--- config.mk ---
export PLATFORM = sky130hd
export DESIGN_NAME = traffic_intersection_ctrl_flat
export DESIGN_NICKNAME = d
export VERILOG_FILES = /design/src/rtl/traffic_pkg.sv /design/src/rtl/traffic_intersection_ctrl_if.sv /design/src/rtl/sec_tick_gen.sv /design/src/rtl/traffic_intersection_ctrl.sv /design/src/flat_wrapper.sv
export SDC_FILE = /design/constraint.sdc
export NUM_CORES = 1
export LEC_CHECK = 0
export ABC_AREA = 1
export CORE_MARGIN = 3
export CORE_UTILIZATION = 55
export CTS_CLUSTER_DIAMETER = 50
export DETAILED_ROUTE_END_ITERATION = 8
export PLACE_DENSITY = 0.87
export SLEW_MARGIN = 30
export SYNTH_ARGS = -nofsm -noshare
export SYNTH_HDL_FRONTEND = slang
export SYNTH_SLANG_ARGS = --single-unit
--- constraint.sdc ---
create_clock -name i_clk -period 7.79 [get_ports i_clk]
set_input_delay 1.558 -clock i_clk [delete_from_list [all_inputs] [get_ports i_clk]]
set_output_delay 1.558 -clock i_clk [all_outputs]
set_load 0.03 [all_outputs]
--- src/rtl/traffic_pkg.sv ---
// Shared types and constants for the two-approach intersection controller.
package traffic_pkg;

    localparam int unsigned SEC_W = 7;
    localparam int unsigned LED_W = 3;
    localparam int unsigned BCD_W = 4;

    typedef enum logic [2:0] {
        A_GREEN,
        A_YELLOW,
        ALLRED1,
        B_GREEN,
        B_YELLOW,
        ALLRED2,
        FLASH
    } state_t;

    localparam logic [LED_W-1:0] LED_RED = 3'b100;
    localparam logic [LED_W-1:0] LED_YEL = 3'b010;
    localparam logic [LED_W-1:0] LED_GRN = 3'b001;
    localparam logic [LED_W-1:0] LED_OFF = 3'b000;

    // {tens, ones} of a 0..99 seconds value
    function automatic logic [2*BCD_W-1:0] toBcd(input logic [SEC_W-1:0] v);
        return {BCD_W'(v / SEC_W'(10)), BCD_W'(v % SEC_W'(10))};
    endfunction

endpackage

--- src/rtl/traffic_intersection_ctrl_if.sv ---
// Control inputs and lamp/countdown outputs of the intersection controller.
interface traffic_intersection_ctrl_if;
    import traffic_pkg::*;

    logic               i_en;
    logic               i_ped_req;
    logic               i_flash;
    logic [LED_W-1:0]   o_led_a;
    logic [LED_W-1:0]   o_led_b;
    logic [SEC_W-1:0]   o_sec;
    logic [BCD_W-1:0]   o_sec_tens;
    logic [BCD_W-1:0]   o_sec_ones;
    logic               o_ped_ack;

    modport master (
        output i_en, i_ped_req, i_flash,
        input  o_led_a, o_led_b, o_sec, o_sec_tens, o_sec_ones, o_ped_ack
    );

    modport slave (
        input  i_en, i_ped_req, i_flash,
        output o_led_a, o_led_b, o_sec, o_sec_tens, o_sec_ones, o_ped_ack
    );

endinterface

--- src/rtl/sec_tick_gen.sv ---
// 1 s prescaler: counts 0..CLK_HZ-1 while enabled, tick on the last count.
module sec_tick_gen #(
    parameter int unsigned CLK_HZ = 50_000_000
) (
    input  logic i_clk,
    input  logic i_rst_n,
    input  logic i_en,
    input  logic i_clr,
    output logic o_tick
);

    localparam int unsigned CNT_W = (CLK_HZ > 2) ? $clog2(CLK_HZ) : 1;
    localparam logic [CNT_W-1:0] LAST = CNT_W'(CLK_HZ - 1);

    logic [CNT_W-1:0] cnt;

    always_ff @(posedge i_clk or negedge i_rst_n) begin
        if (!i_rst_n) begin
            cnt <= '0;
        end else if (i_clr) begin
            cnt <= '0;
        end else if (i_en) begin
            cnt <= (cnt == LAST) ? '0 : cnt + CNT_W'(1);
        end
    end

    // Decoded from the count so the tick lands in the same cycle as CLK_HZ-1
    assign o_tick = i_en && (cnt == LAST);

endmodule

--- src/rtl/traffic_intersection_ctrl.sv ---
// Two-approach intersection controller: phase FSM, countdown, pedestrian latch,
// night flash and registered BCD digits.
module traffic_intersection_ctrl
    import traffic_pkg::*;
#(
    parameter int unsigned CLK_HZ   = 50_000_000,
    parameter int unsigned T_GREEN  = 20,
    parameter int unsigned T_YELLOW = 3,
    parameter int unsigned T_ALLRED = 2,
    parameter int unsigned T_PEDMIN = 5
) (
    input  logic                        i_clk,
    input  logic                        i_rst_n,
    traffic_intersection_ctrl_if.slave  bus
);

    state_t             state, stateNxt;
    logic [SEC_W-1:0]   sec, secNxt;
    logic               pedLatch, pedNxt;
    logic               flashPhase, phaseNxt;
    logic [LED_W-1:0]   ledA, ledB, ledANxt, ledBNxt;
    logic [BCD_W-1:0]   tens, ones;
    logic               tick, tickClr;
    logic               isGreen;

    function automatic logic [SEC_W-1:0] durOf(input state_t s);
        case (s)
            A_GREEN, B_GREEN:   return SEC_W'(T_GREEN);
            A_YELLOW, B_YELLOW: return SEC_W'(T_YELLOW);
            ALLRED1, ALLRED2:   return SEC_W'(T_ALLRED);
            default:            return '0;
        endcase
    endfunction

    function automatic state_t nextOf(input state_t s);
        case (s)
            A_GREEN:  return A_YELLOW;
            A_YELLOW: return ALLRED1;
            ALLRED1:  return B_GREEN;
            B_GREEN:  return B_YELLOW;
            B_YELLOW: return ALLRED2;
            ALLRED2:  return A_GREEN;
            default:  return ALLRED1;
        endcase
    endfunction

    sec_tick_gen #(.CLK_HZ(CLK_HZ)) u_tick (
        .i_clk   (i_clk),
        .i_rst_n (i_rst_n),
        .i_en    (bus.i_en),
        .i_clr   (tickClr),
        .o_tick  (tick)
    );

    assign isGreen = (state == A_GREEN) || (state == B_GREEN);

    // Next state, countdown and lamps; precedence flash > ped truncate > tick
    always_comb begin
        stateNxt = state;
        secNxt   = sec;
        pedNxt   = pedLatch | bus.i_ped_req;
        phaseNxt = flashPhase;
        tickClr  = 1'b0;
        ledANxt  = LED_RED;
        ledBNxt  = LED_RED;

        if (bus.i_flash) begin
            pedNxt = 1'b0;
            if (state != FLASH) begin
                stateNxt = FLASH;
                secNxt   = '0;
                phaseNxt = 1'b1;
                tickClr  = 1'b1;
            end else if (tick) begin
                phaseNxt = ~flashPhase;
            end
        end else if (state == FLASH) begin
            stateNxt = ALLRED1;
            secNxt   = durOf(ALLRED1);
            pedNxt   = 1'b0;
            tickClr  = 1'b1;
        end else if (bus.i_en && pedLatch && isGreen && (sec > SEC_W'(T_PEDMIN))) begin
            secNxt = SEC_W'(T_PEDMIN);
        end else if (tick) begin
            if (sec > SEC_W'(1)) begin
                secNxt = sec - SEC_W'(1);
            end else begin
                stateNxt = nextOf(state);
                secNxt   = durOf(nextOf(state));
                if ((stateNxt == ALLRED1) || (stateNxt == ALLRED2)) begin
                    pedNxt = 1'b0;
                end
            end
        end

        case (stateNxt)
            A_GREEN:  ledANxt = LED_GRN;
            A_YELLOW: ledANxt = LED_YEL;
            B_GREEN:  ledBNxt = LED_GRN;
            B_YELLOW: ledBNxt = LED_YEL;
            FLASH: begin
                ledANxt = phaseNxt ? LED_YEL : LED_OFF;
                ledBNxt = phaseNxt ? LED_YEL : LED_OFF;
            end
            default: ;
        endcase
    end

    always_ff @(posedge i_clk or negedge i_rst_n) begin
        if (!i_rst_n) begin
            state        <= ALLRED2;
            sec          <= SEC_W'(T_ALLRED);
            {tens, ones} <= toBcd(SEC_W'(T_ALLRED));
            pedLatch     <= 1'b0;
            flashPhase   <= 1'b0;
            ledA         <= LED_RED;
            ledB         <= LED_RED;
        end else begin
            state        <= stateNxt;
            sec          <= secNxt;
            {tens, ones} <= toBcd(secNxt);
            pedLatch     <= pedNxt;
            flashPhase   <= phaseNxt;
            ledA         <= ledANxt;
            ledB         <= ledBNxt;
        end
    end

    assign bus.o_led_a    = ledA;
    assign bus.o_led_b    = ledB;
    assign bus.o_sec      = sec;
    assign bus.o_sec_tens = tens;
    assign bus.o_sec_ones = ones;
    assign bus.o_ped_ack  = pedLatch;

endmodule
--- src/flat_wrapper.sv ---
// flat-port wrapper written by rule: the top's interface ports become plain ports
module traffic_intersection_ctrl_flat import traffic_pkg::*;
#(
    parameter int unsigned CLK_HZ   = 50_000_000,
    parameter int unsigned T_GREEN  = 20,
    parameter int unsigned T_YELLOW = 3,
    parameter int unsigned T_ALLRED = 2,
    parameter int unsigned T_PEDMIN = 5
)
  (i_clk, i_rst_n, bus_i_en, bus_i_ped_req, bus_i_flash, bus_o_led_a, bus_o_led_b, bus_o_sec, bus_o_sec_tens, bus_o_sec_ones, bus_o_ped_ack);
  traffic_intersection_ctrl_if bus_i ();
  input  logic i_clk;
  input  logic i_rst_n;
  input wire logic [$bits(bus_i.i_en)-1:0] bus_i_en;
  input wire logic [$bits(bus_i.i_ped_req)-1:0] bus_i_ped_req;
  input wire logic [$bits(bus_i.i_flash)-1:0] bus_i_flash;
  output wire logic [$bits(bus_i.o_led_a)-1:0] bus_o_led_a;
  output wire logic [$bits(bus_i.o_led_b)-1:0] bus_o_led_b;
  output wire logic [$bits(bus_i.o_sec)-1:0] bus_o_sec;
  output wire logic [$bits(bus_i.o_sec_tens)-1:0] bus_o_sec_tens;
  output wire logic [$bits(bus_i.o_sec_ones)-1:0] bus_o_sec_ones;
  output wire logic [$bits(bus_i.o_ped_ack)-1:0] bus_o_ped_ack;
  assign bus_i.i_en = bus_i_en;
  assign bus_i.i_ped_req = bus_i_ped_req;
  assign bus_i.i_flash = bus_i_flash;
  assign bus_o_led_a = bus_i.o_led_a;
  assign bus_o_led_b = bus_i.o_led_b;
  assign bus_o_sec = bus_i.o_sec;
  assign bus_o_sec_tens = bus_i.o_sec_tens;
  assign bus_o_sec_ones = bus_i.o_sec_ones;
  assign bus_o_ped_ack = bus_i.o_ped_ack;
  traffic_intersection_ctrl #(.CLK_HZ(CLK_HZ), .T_GREEN(T_GREEN), .T_YELLOW(T_YELLOW), .T_ALLRED(T_ALLRED), .T_PEDMIN(T_PEDMIN)) u_core (.i_clk(i_clk), .i_rst_n(i_rst_n), .bus(bus_i));
endmodule
==> results.sh, run 1 <==
export IMPL_port_buffer_count=26
export IMPL_yosysUniqueCellTypes=40
export IMPL_clock_path_buffers=2
export IMPL_avgSynthCellArea_um2=7.19
export IMPL_synthXorXnorAreaFrac=0.00540
export IMPL_grt_max_degree=52
export IMPL_post_place_ws_ns=3.17
export IMPL_tns_ns=0
export IMPL_endpoint_kind="register"
export IMPL_chipHeight_um=82.8
export IMPL_crit_arrival_ns=4.58
export IMPL_gp_congestion=0.938
export IMPL_cts_hold_buf=0
export IMPL_syn_cell_area_um2=3240
export IMPL_dpl_cell_count=547
export IMPL_area_growth_synth_to_final_pct=13.2
export IMPL_synth_fp_nets=460
export IMPL_vias_per_cell=5.55
export IMPL_drt_wl_total_um=7630
export IMPL_maxSlewViolCount=0
export IMPL_coreArea_um2=5610
export IMPL_tightest_slew_ns=0.801
export IMPL_root_buffer="clkbuf_8"
export IMPL_drcViolationCount=0
export IMPL_setup_violations=0
export IMPL_cpPeakStageDelay_ns=0.79
export IMPL_dpl_hpwl_um=5820
export IMPL_place_area_um2=3580
export IMPL_synthSimpleGateAreaFrac=0.376
export IMPL_drtIter0Drc=269
export IMPL_synth_top_family_by_area="simple AND/OR/NAND/NOR gates"
export IMPL_grt_pass1_vias=2929
export IMPL_postCtsSetupBuffers=0
export IMPL_cp_max_fo=14
export IMPL_nets=491
export IMPL_stdcell_area_um2=3670
export IMPL_timing_final_crit_share=0.555
export IMPL_start_util=0.578
export IMPL_path_clk_slew_ns=0.10
export IMPL_drt_first_pass_iters=5
export IMPL_route_vias_total=3078
export IMPL_p_leak_nw=1.75
export IMPL_setup_ws_ns=3.47
export IMPL_post_cts_resized=0
export IMPL_rows=27
export IMPL_cts_buffers=5
export IMPL_hold_class="register to register"
export IMPL_htreeDepth=2
export IMPL_ys_ff_latch=51
export IMPL_grt_first_pass_wirelength_um=13000
export IMPL_die_w_um=82.8
export IMPL_insertion_delay_ns=0.31
export IMPL_clock_sinks=51
export IMPL_yosysSeqAreaShare=0.396
export IMPL_cts_tree="yes"
export IMPL_maxSlewHeadroom=0.464
export IMPL_synth_compound_area_frac=0.118
export IMPL_outcome="completed"
export IMPL_power_density_nw_per_um2=133
export IMPL_antenna_found_initial=0
export IMPL_rsz0062_at_grt="false"
export IMPL_yosysWarnings=0
export IMPL_routedWlPerCell_um=13.8
export IMPL_grt_ovfl_total=0
export IMPL_min_period_ns=4.32
export IMPL_stdcell_count=555
export IMPL_ant_nets=0
export IMPL_final_core_util=0.655
export IMPL_grt_use_total=0.247
export IMPL_synthAdderAreaFrac=0.0154
export IMPL_skew_ns=0.0118
export IMPL_crit_path_frequent_cell="nand2_1"
export IMPL_cp_data_required_time_ns=8.05
export IMPL_synthMuxAreaShare=0
export IMPL_path_class="primary input to register"
export IMPL_hold_viol=0
export IMPL_crit_path_start_kind="primary input"
export IMPL_irDropWorstVdd_mv=0.0968
export IMPL_diodes=0
export IMPL_fmax_mhz=231
export IMPL_slowest_stage="clkdlybuf4s50_1"
export IMPL_netlist_instances=451
export IMPL_drive_above_1_share=0.139
export IMPL_dieArea_um2=6850
export IMPL_io_pins=27
export IMPL_max_cap_violations=0
[where the power goes]
group | internal (mW) | total [mW] | leakage (nW) | switching (mW)
clock network | 0.0719 | 0.160 | 0.0482 | 0.0881
logic | 0.0169 | 0.0553 | 1.02 | 0.0384
registers | 0.271 | 0.274 | 0.678 | 0.00306
[layout by cell type, fill, tap and decap left out, types with 4 or more instances in the layout]
master / instances
inv_1: 62
ha_1: 4
o21ai_0: 19
dfrtp_1: 45
nand3_1: 25
nor2_1: 61
nand2_1: 101
clkdlybuf4s50_1: 25
nand3_2: 6
o21a_1: 6
nor3_1: 15
nand2_4: 4
nand2_2: 13
dfstp_2: 6
nand4_1: 10
a21oi_1: 23
clkbuf_8: 6
inv_2: 10
nor2_4: 5
nor2_2: 7
[stage by stage]
step / hold WS [ns] / power (mW)
3_3_place_gp: 0.491 / 0.333
5_1_grt: 0.563 / 0.509
3_5_place_dp: 0.505 / 0.334
4_1_cts: 0.527 / 0.492
2_1_floorplan: 0.470 / 0.313
6_report: 0.523 / 0.489
[cell families after synthesis]
group | Yosys count
AOI/OAI and AO/OA | 64
xor gates and xnor gates | 2
adders and majority gates | 4
buffers and inverters | 76
DFF | 51
and+or+nand+nor | 254
[worst paths after layout]
kind                                           from  slack (ns)  cells past startpoint                        to
min in group asynchronous                   i_rst_n        1.35                      2     u_core.u_tick.cnt[15]
worst max register to register  u_core.bus.o_sec[1]        4.51                     28  u_core.bus.o_sec_ones[1]
max in group asynchronous                   i_rst_n        6.02                      2     u_core.u_tick.cnt[12]
worst min register to register    u_core.flashPhase        0.52                      2         u_core.flashPhase
worst min-delay path              u_core.flashPhase        0.52                      2         u_core.flashPhase
worst max-delay path                       bus_i_en        3.47                     26  u_core.bus.o_sec_ones[1]
[flip-flops by register name, indices dropped and copies added, names as in the netlist]
signal	count
u_core.bus.o_led_b	3
u_core.u_tick.cnt	26
u_core.state	3
u_core.bus.o_sec_tens	4
u_core.bus.o_led_a	3
u_core.flashPhase	1
u_core.bus.o_ped_ack	1
u_core.bus.o_sec_ones	3
u_core.bus.o_sec	7
[per-layer routing]
layer | GRT usage | part of all wire | up-vias
met1 | 0.300 | 0.43 | 1437
li1 | - | - | 1510
met5 | 0 | 0 | -
met4 | 0.105 | 0.024 | 0
met3 | 0.0486 | 0.061 | 15
met2 | 0.427 | 0.49 | 116
[synthesized netlist by cell type, drive strengths merged]
cell type / count / area [um2]
a21oi: 25 / 133
buf: 1 / 7.51
inv: 72 / 270
nor2: 73 / 329
o31ai: 1 / 7.51
and3: 1 / 6.26
nand2: 118 / 505
and2: 1 / 7.51
a2bb2oi: 1 / 8.76
nor3: 15 / 75.1
dfrtp: 45 / 1130
clkbuf: 2 / 7.51
o21ba: 1 / 10.0
a211oi: 1 / 7.51
xor2: 2 / 17.5
ha: 4 / 50.1
o211ai: 2 / 15.0
o21ai: 20 / 104
o2111ai: 1 / 8.76
o21bai: 1 / 7.51
dfstp: 6 / 158
a31oi: 2 / 12.5
nor4: 3 / 33.8
a22oi: 1 / 7.51
o22ai: 1 / 6.26
clkinv: 1 / 5.00
nand3: 31 / 185
o21a: 6 / 45.0
o41ai: 1 / 8.76
nand4: 10 / 62.6
nor3b: 2 / 15.0
[layout make-up]
type	count	area, um2
Tap cell	72	90.1
Fill cell	509	1940
Clock inverter	1	5.00
Multi-Input combinational cell	324	1670
Clock buffer	7	86.3
Sequential cell	51	1280
Timing Repair Buffer	27	263
Inverter	73	275
[worst max-delay path, delay by kind of cell]
| kind | cells | cell delay, ns |
|---|---|---|
| compound gates | 3 | 0.39 |
| fa+ha+maj | 1 | 0.20 |
| buf+inv | 5 | 1.03 |
| simple gates | 17 | 1.40 |
Power figures use the tool's default switching activity.
==> run 2, diff against run 1 <==
--- a/config.mk
+++ b/config.mk
@@ -7,10 +7,10 @@
 export LEC_CHECK = 0
 export ABC_AREA = 1
 export CORE_MARGIN = 3
-export CORE_UTILIZATION = 55
+export CORE_UTILIZATION = 53
 export CTS_CLUSTER_DIAMETER = 50
 export DETAILED_ROUTE_END_ITERATION = 8
-export PLACE_DENSITY = 0.87
+export PLACE_DENSITY = 0.88
 export SLEW_MARGIN = 30
 export SYNTH_ARGS = -nofsm -noshare
 export SYNTH_HDL_FRONTEND = slang
==> constraint.sdc (replaced) <==
create_clock -name i_clk -period 3.73 [get_ports i_clk]
set_input_delay 0.746 -clock i_clk [delete_from_list [all_inputs] [get_ports i_clk]]
set_output_delay 0.746 -clock i_clk [all_outputs]
set_load 0.03 [all_outputs]
==> results.sh, run 2 (synthesis gave the netlist of run 1 again) <==
export IMPL_tightest_slew_ns=0.608
export IMPL_clock_sinks=51
export IMPL_grt_first_pass_wirelength_um=13400
export IMPL_grt_max_degree=50
export IMPL_grt_use_total=0.224
export IMPL_timing_final_crit_share=0.886
export IMPL_place_area_um2=3620
export IMPL_post_cts_resized=0
export IMPL_p_total_mw=1.04
export IMPL_gp_congestion=0.914
export IMPL_r2r_cells=26
export IMPL_drtIter0Drc=172
export IMPL_post_place_ws_ns=0.113
export IMPL_vias_per_cell=5.48
export IMPL_stdcell_area_um2=3720
export IMPL_dieArea_um2=7090
export IMPL_antenna_found_initial=0
export IMPL_routedWlPerCell_um=13.2
export IMPL_irDropWorstVdd_mv=0.185
export IMPL_path_class="primary input to register"
export IMPL_cp_data_required_time_ns=3.99
export IMPL_maxSlewViolCount=0
export IMPL_drcViolationCount=0
export IMPL_hold_viol=0
export IMPL_route_vias_total=3068
export IMPL_rsz0062_at_grt="false"
export IMPL_diodes=0
export IMPL_min_period_ns=3.31
export IMPL_dpl_hpwl_um=5690
export IMPL_grt_ovfl_total=0
export IMPL_outcome="completed"
export IMPL_clock_path_buffers=2
export IMPL_dpl_cell_count=552
export IMPL_root_buffer="clkbuf_8"
export IMPL_cts_tree="yes"
export IMPL_crit_path_start_kind="primary input"
export IMPL_drive_above_1_share=0.152
export IMPL_drt_wl_total_um=7390
export IMPL_cp_max_fo=7
export IMPL_tns_ns=0
export IMPL_fmax_mhz=303
export IMPL_maxSlewHeadroom=0.595
export IMPL_reg2reg_slack_ns=0.45
export IMPL_area_growth_synth_to_final_pct=14.8
export IMPL_setup_violations=0
export IMPL_p_leak_nw=1.77
export IMPL_postCtsSetupBuffers=0
export IMPL_grt_pass1_vias=3107
export IMPL_cts_buffers=5
export IMPL_coreArea_um2=5710
export IMPL_endpoint_kind="register"
export IMPL_path_clk_slew_ns=0.10
export IMPL_nets=496
export IMPL_stdcell_count=560
export IMPL_start_util=0.568
export IMPL_worstReg2RegStart="u_core.bus.o_sec[1]"
export IMPL_regMostFlops="u_core.u_tick.cnt"
export IMPL_hold_class="primary input to async pin"
export IMPL_htreeDepth=2
export IMPL_setup_ws_ns=0.425
export IMPL_final_common_cell="nand2_1"
export IMPL_layout_common_cells="nand2_1 (101), inv_1 (62), nor2_1 (60), dfrtp_1 (45)"
export IMPL_largest_reg_flops=26
export IMPL_crit_arrival_ns=3.56
export IMPL_r2r_end="u_core.bus.o_sec_ones[1]"
export IMPL_io_pins=27
export IMPL_port_buffer_count=26
export IMPL_ant_nets=0
export IMPL_die_w_um=84.2
export IMPL_max_cap_violations=0
export IMPL_power_density_nw_per_um2=279
export IMPL_drt_first_pass_iters=5
export IMPL_skew_ns=0.0147
export IMPL_insertion_delay_ns=0.31
export IMPL_rows=27
export IMPL_cts_hold_buf=0
export IMPL_chipHeight_um=84.2
run 2: changes by cell type in the layout (fill, tap and decap cells not counted), sizes merged:
cell,previous run,this run
clkinvlp,0,1
clkbuf,7,6
buf,2,7
run 2: area by class of cell:
| type | count | area [um2] |
|---|---|---|
| Clock buffer | 6 | 82.6 |
| Clock inverter | 2 | 16.3 |
| Fill cell | 491 | 1990 |
| Inverter | 73 | 275 |
| Multi-Input combinational cell | 324 | 1670 |
| Sequential cell | 51 | 1280 |
| Tap cell | 72 | 90.1 |
| Timing Repair Buffer | 32 | 303 |
run 2: worst max-delay path, stage by stage:
cell	delay, ns
clkdlybuf4s50_1	0.47
inv_1	0.16
nand2_1	0.12
a21oi_1	0.23
nand2_1	0.10
inv_2	0.10
nand2_2	0.07
nand2_4	0.09
o21bai_1	0.07
nand2_1	0.11
nand3_1	0.14
nand3_2	0.14
nand2_4	0.07
nand2_4	0.07
nand2_1	0.06
nand2_2	0.08
clkinv_2	0.07
ha_1	0.20
inv_1	0.05
nand3_1	0.08
nand2_1	0.09
inv_2	0.05
nand2_2	0.07
nand2_1	0.05
nand2_1	0.07
run 2: power breakdown:
| group | internal, mW | total, mW | switching (mW) |
|---|---|---|---|
| sequential | 0.566 | 0.573 | 0.00652 |
| combinational | 0.0408 | 0.123 | 0.0826 |
| clock | 0.152 | 0.341 | 0.189 |
run 2: how the worst max path moves through the flow:
stage                                    from                       end  slack [ns]  cells after the start
after floorplan           u_core.bus.o_sec[1]  u_core.bus.o_sec_ones[2]        0.74                     25
after global placement            bus_i_flash  u_core.bus.o_sec_ones[2]        0.31                     26
after detailed placement          bus_i_flash  u_core.bus.o_sec_ones[1]        0.11                     24
after CTS                         bus_i_flash  u_core.bus.o_sec_ones[1]        0.43                     24
after global routing              bus_i_flash  u_core.bus.o_sec_ones[2]      0.0003                     24
final                             bus_i_flash  u_core.bus.o_sec_ones[1]        0.42                     25
run 2: per-stage QoR:
| stage | hold slack, ns | util |
|---|---|---|
| 3_5_place_dp | 0.495 | 0.634 |
| 2_1_floorplan | 0.450 | - |
| 3_3_place_gp | 0.491 | 0.634 |
| 6_report | 0.440 | 0.652 |
| 5_1_grt | 0.487 | 0.652 |
| 4_1_cts | 0.465 | 0.652 |
run 2: metal layers:
metal  vias up  part of all wire  GRT usage
met5         -                 0          0
met4         0             0.017     0.0687
met3        18             0.066     0.0373
met2       117              0.48      0.393
met1      1416              0.43      0.282
li1       1517                 -          -
==> run 3, diff against run 2 <==
--- a/config.mk
+++ b/config.mk
@@ -6,7 +6,7 @@
 export NUM_CORES = 1
 export LEC_CHECK = 0
 export ABC_AREA = 1
-export CORE_MARGIN = 3
+export CORE_MARGIN = 2
 export CORE_UTILIZATION = 53
 export CTS_CLUSTER_DIAMETER = 50
 export DETAILED_ROUTE_END_ITERATION = 8
==> results.sh, run 3 (synthesis gave the netlist of run 1 again) <==
export IMPL_outcome="completed"
export IMPL_die_w_um=82.2
export IMPL_post_cts_resized=0
export IMPL_insertion_delay_ns=0.31
export IMPL_dieArea_um2=6760
export IMPL_drtIter0Drc=193
export IMPL_setup_violations=0
export IMPL_vias_per_cell=5.40
export IMPL_min_period_ns=3.29
export IMPL_drt_wl_total_um=7300
export IMPL_grt_max_degree=34
export IMPL_dpl_hpwl_um=5670
export IMPL_setup_ws_ns=0.442
export IMPL_grt_use_total=0.233
export IMPL_coreArea_um2=5920
export IMPL_diodes=0
export IMPL_clock_sinks=51
export IMPL_cp_max_fo=7
export IMPL_p_leak_nw=1.78
export IMPL_r2r_cells=28
export IMPL_path_clk_slew_ns=0.10
export IMPL_layout_common_cells="nand2_1 (101), inv_1 (62), nor2_1 (61), dfrtp_1 (45)"
export IMPL_tns_ns=0
export IMPL_skew_ns=0.0161
export IMPL_whs_ns=0.491
export IMPL_grt_first_pass_wirelength_um=12300
export IMPL_route_vias_total=3043
export IMPL_drt_first_pass_iters=4
export IMPL_stdcell_count=564
export IMPL_path_class="primary input to register"
export IMPL_rows=28
export IMPL_cts_hold_buf=0
export IMPL_htreeDepth=2
export IMPL_start_util=0.548
export IMPL_gp_congestion=0.938
export IMPL_cp_data_required_time_ns=3.99
export IMPL_postCtsSetupBuffers=0
export IMPL_largest_reg_flops=26
export IMPL_slowest_stage="clkdlybuf4s50_1"
export IMPL_chipHeight_um=82.2
export IMPL_stdcell_area_um2=3720
export IMPL_antenna_found_initial=0
export IMPL_clock_path_buffers=2
export IMPL_maxSlewHeadroom=0.507
export IMPL_final_common_cell="nand2_1"
export IMPL_grt_pass1_vias=2830
export IMPL_startpoint="bus_i_flash"
export IMPL_crit_path_start_kind="primary input"
export IMPL_area_growth_synth_to_final_pct=14.7
export IMPL_cpPeakStageDelay_ns=0.53
export IMPL_post_place_ws_ns=0.152
export IMPL_rsz0062_at_grt="false"
export IMPL_routedWlPerCell_um=12.9
export IMPL_hold_class="primary input to async pin"
export IMPL_io_pins=27
export IMPL_hold_viol=0
export IMPL_worstReg2RegStart="u_core.bus.o_sec[1]"
export IMPL_cts_buffers=5
export IMPL_port_buffer_count=26
export IMPL_drcViolationCount=0
export IMPL_max_cap_violations=0
export IMPL_r2r_end="u_core.bus.o_sec_ones[1]"
export IMPL_place_area_um2=3630
export IMPL_endpoint_kind="register"
export IMPL_cts_tree="yes"
export IMPL_reg2reg_slack_ns=0.56
export IMPL_timing_final_crit_share=0.882
export IMPL_maxSlewViolCount=0
export IMPL_irDropWorstVdd_mv=0.250
export IMPL_regMostFlops="u_core.u_tick.cnt"
export IMPL_nets=497
export IMPL_grt_ovfl_total=0
export IMPL_tightest_slew_ns=0.740
export IMPL_power_density_nw_per_um2=275
export IMPL_ant_nets=0
export IMPL_crit_arrival_ns=3.55
export IMPL_drive_above_1_share=0.149
export IMPL_root_buffer="clkbuf_8"
export IMPL_fmax_mhz=304
export IMPL_dpl_cell_count=556
export IMPL_endpoint="u_core.bus.o_sec_ones[1]"
run 3: worst max-delay path, delay by kind of cell:
kind / cells / cell delay (ns)
AND/OR/NAND/NOR: 17 / 1.50
AO/OA/AOI/OAI: 1 / 0.07
adder cells (fa/ha/maj): 1 / 0.19
buffers and inverters: 7 / 1.02
run 3: area by class of cell:
type | count | area (um2)
Clock buffer | 7 | 86.3
Clock inverter | 1 | 5.00
Fill cell | 529 | 2200
Inverter | 73 | 275
Multi-Input combinational cell | 324 | 1670
Sequential cell | 51 | 1280
Tap cell | 75 | 93.8
Timing Repair Buffer | 33 | 308
run 3: metrics by stage:
stage	total power, mW	util
global route	1.07	0.628
global placement	0.702	0.613
floorplan	0.654	-
detailed placement	0.705	0.613
CTS	1.03	0.628
finish	1.02	0.628
run 3: worst min-delay path by stage:
stage	startpoint	end	slack (ns)
5_1_grt	u_core.flashPhase	u_core.flashPhase	0.54
6_report	i_rst_n	u_core.bus.o_sec_tens[1]	0.49
2_1_floorplan	i_rst_n	u_core.bus.o_led_a[0]	0.45
3_5_place_dp	u_core.flashPhase	u_core.flashPhase	0.49
4_1_cts	u_core.flashPhase	u_core.flashPhase	0.51
3_3_place_gp	u_core.flashPhase	u_core.flashPhase	0.49
run 3: report_power, final:
part / total, mW / switching [mW] / internal [mW] / leakage [nW]
Clock: 0.327 / 0.177 / 0.150 / 0.0482
Combinational: 0.123 / 0.0822 / 0.0409 / 1.05
Sequential: 0.572 / 0.00582 / 0.566 / 0.678
run 3: per-layer routing:
metal | global-route usage | part of all wire
met1 | 0.286 | 0.44
met2 | 0.406 | 0.49
met3 | 0.0435 | 0.045
met4 | 0.0867 | 0.021
met5 | 0 | 0
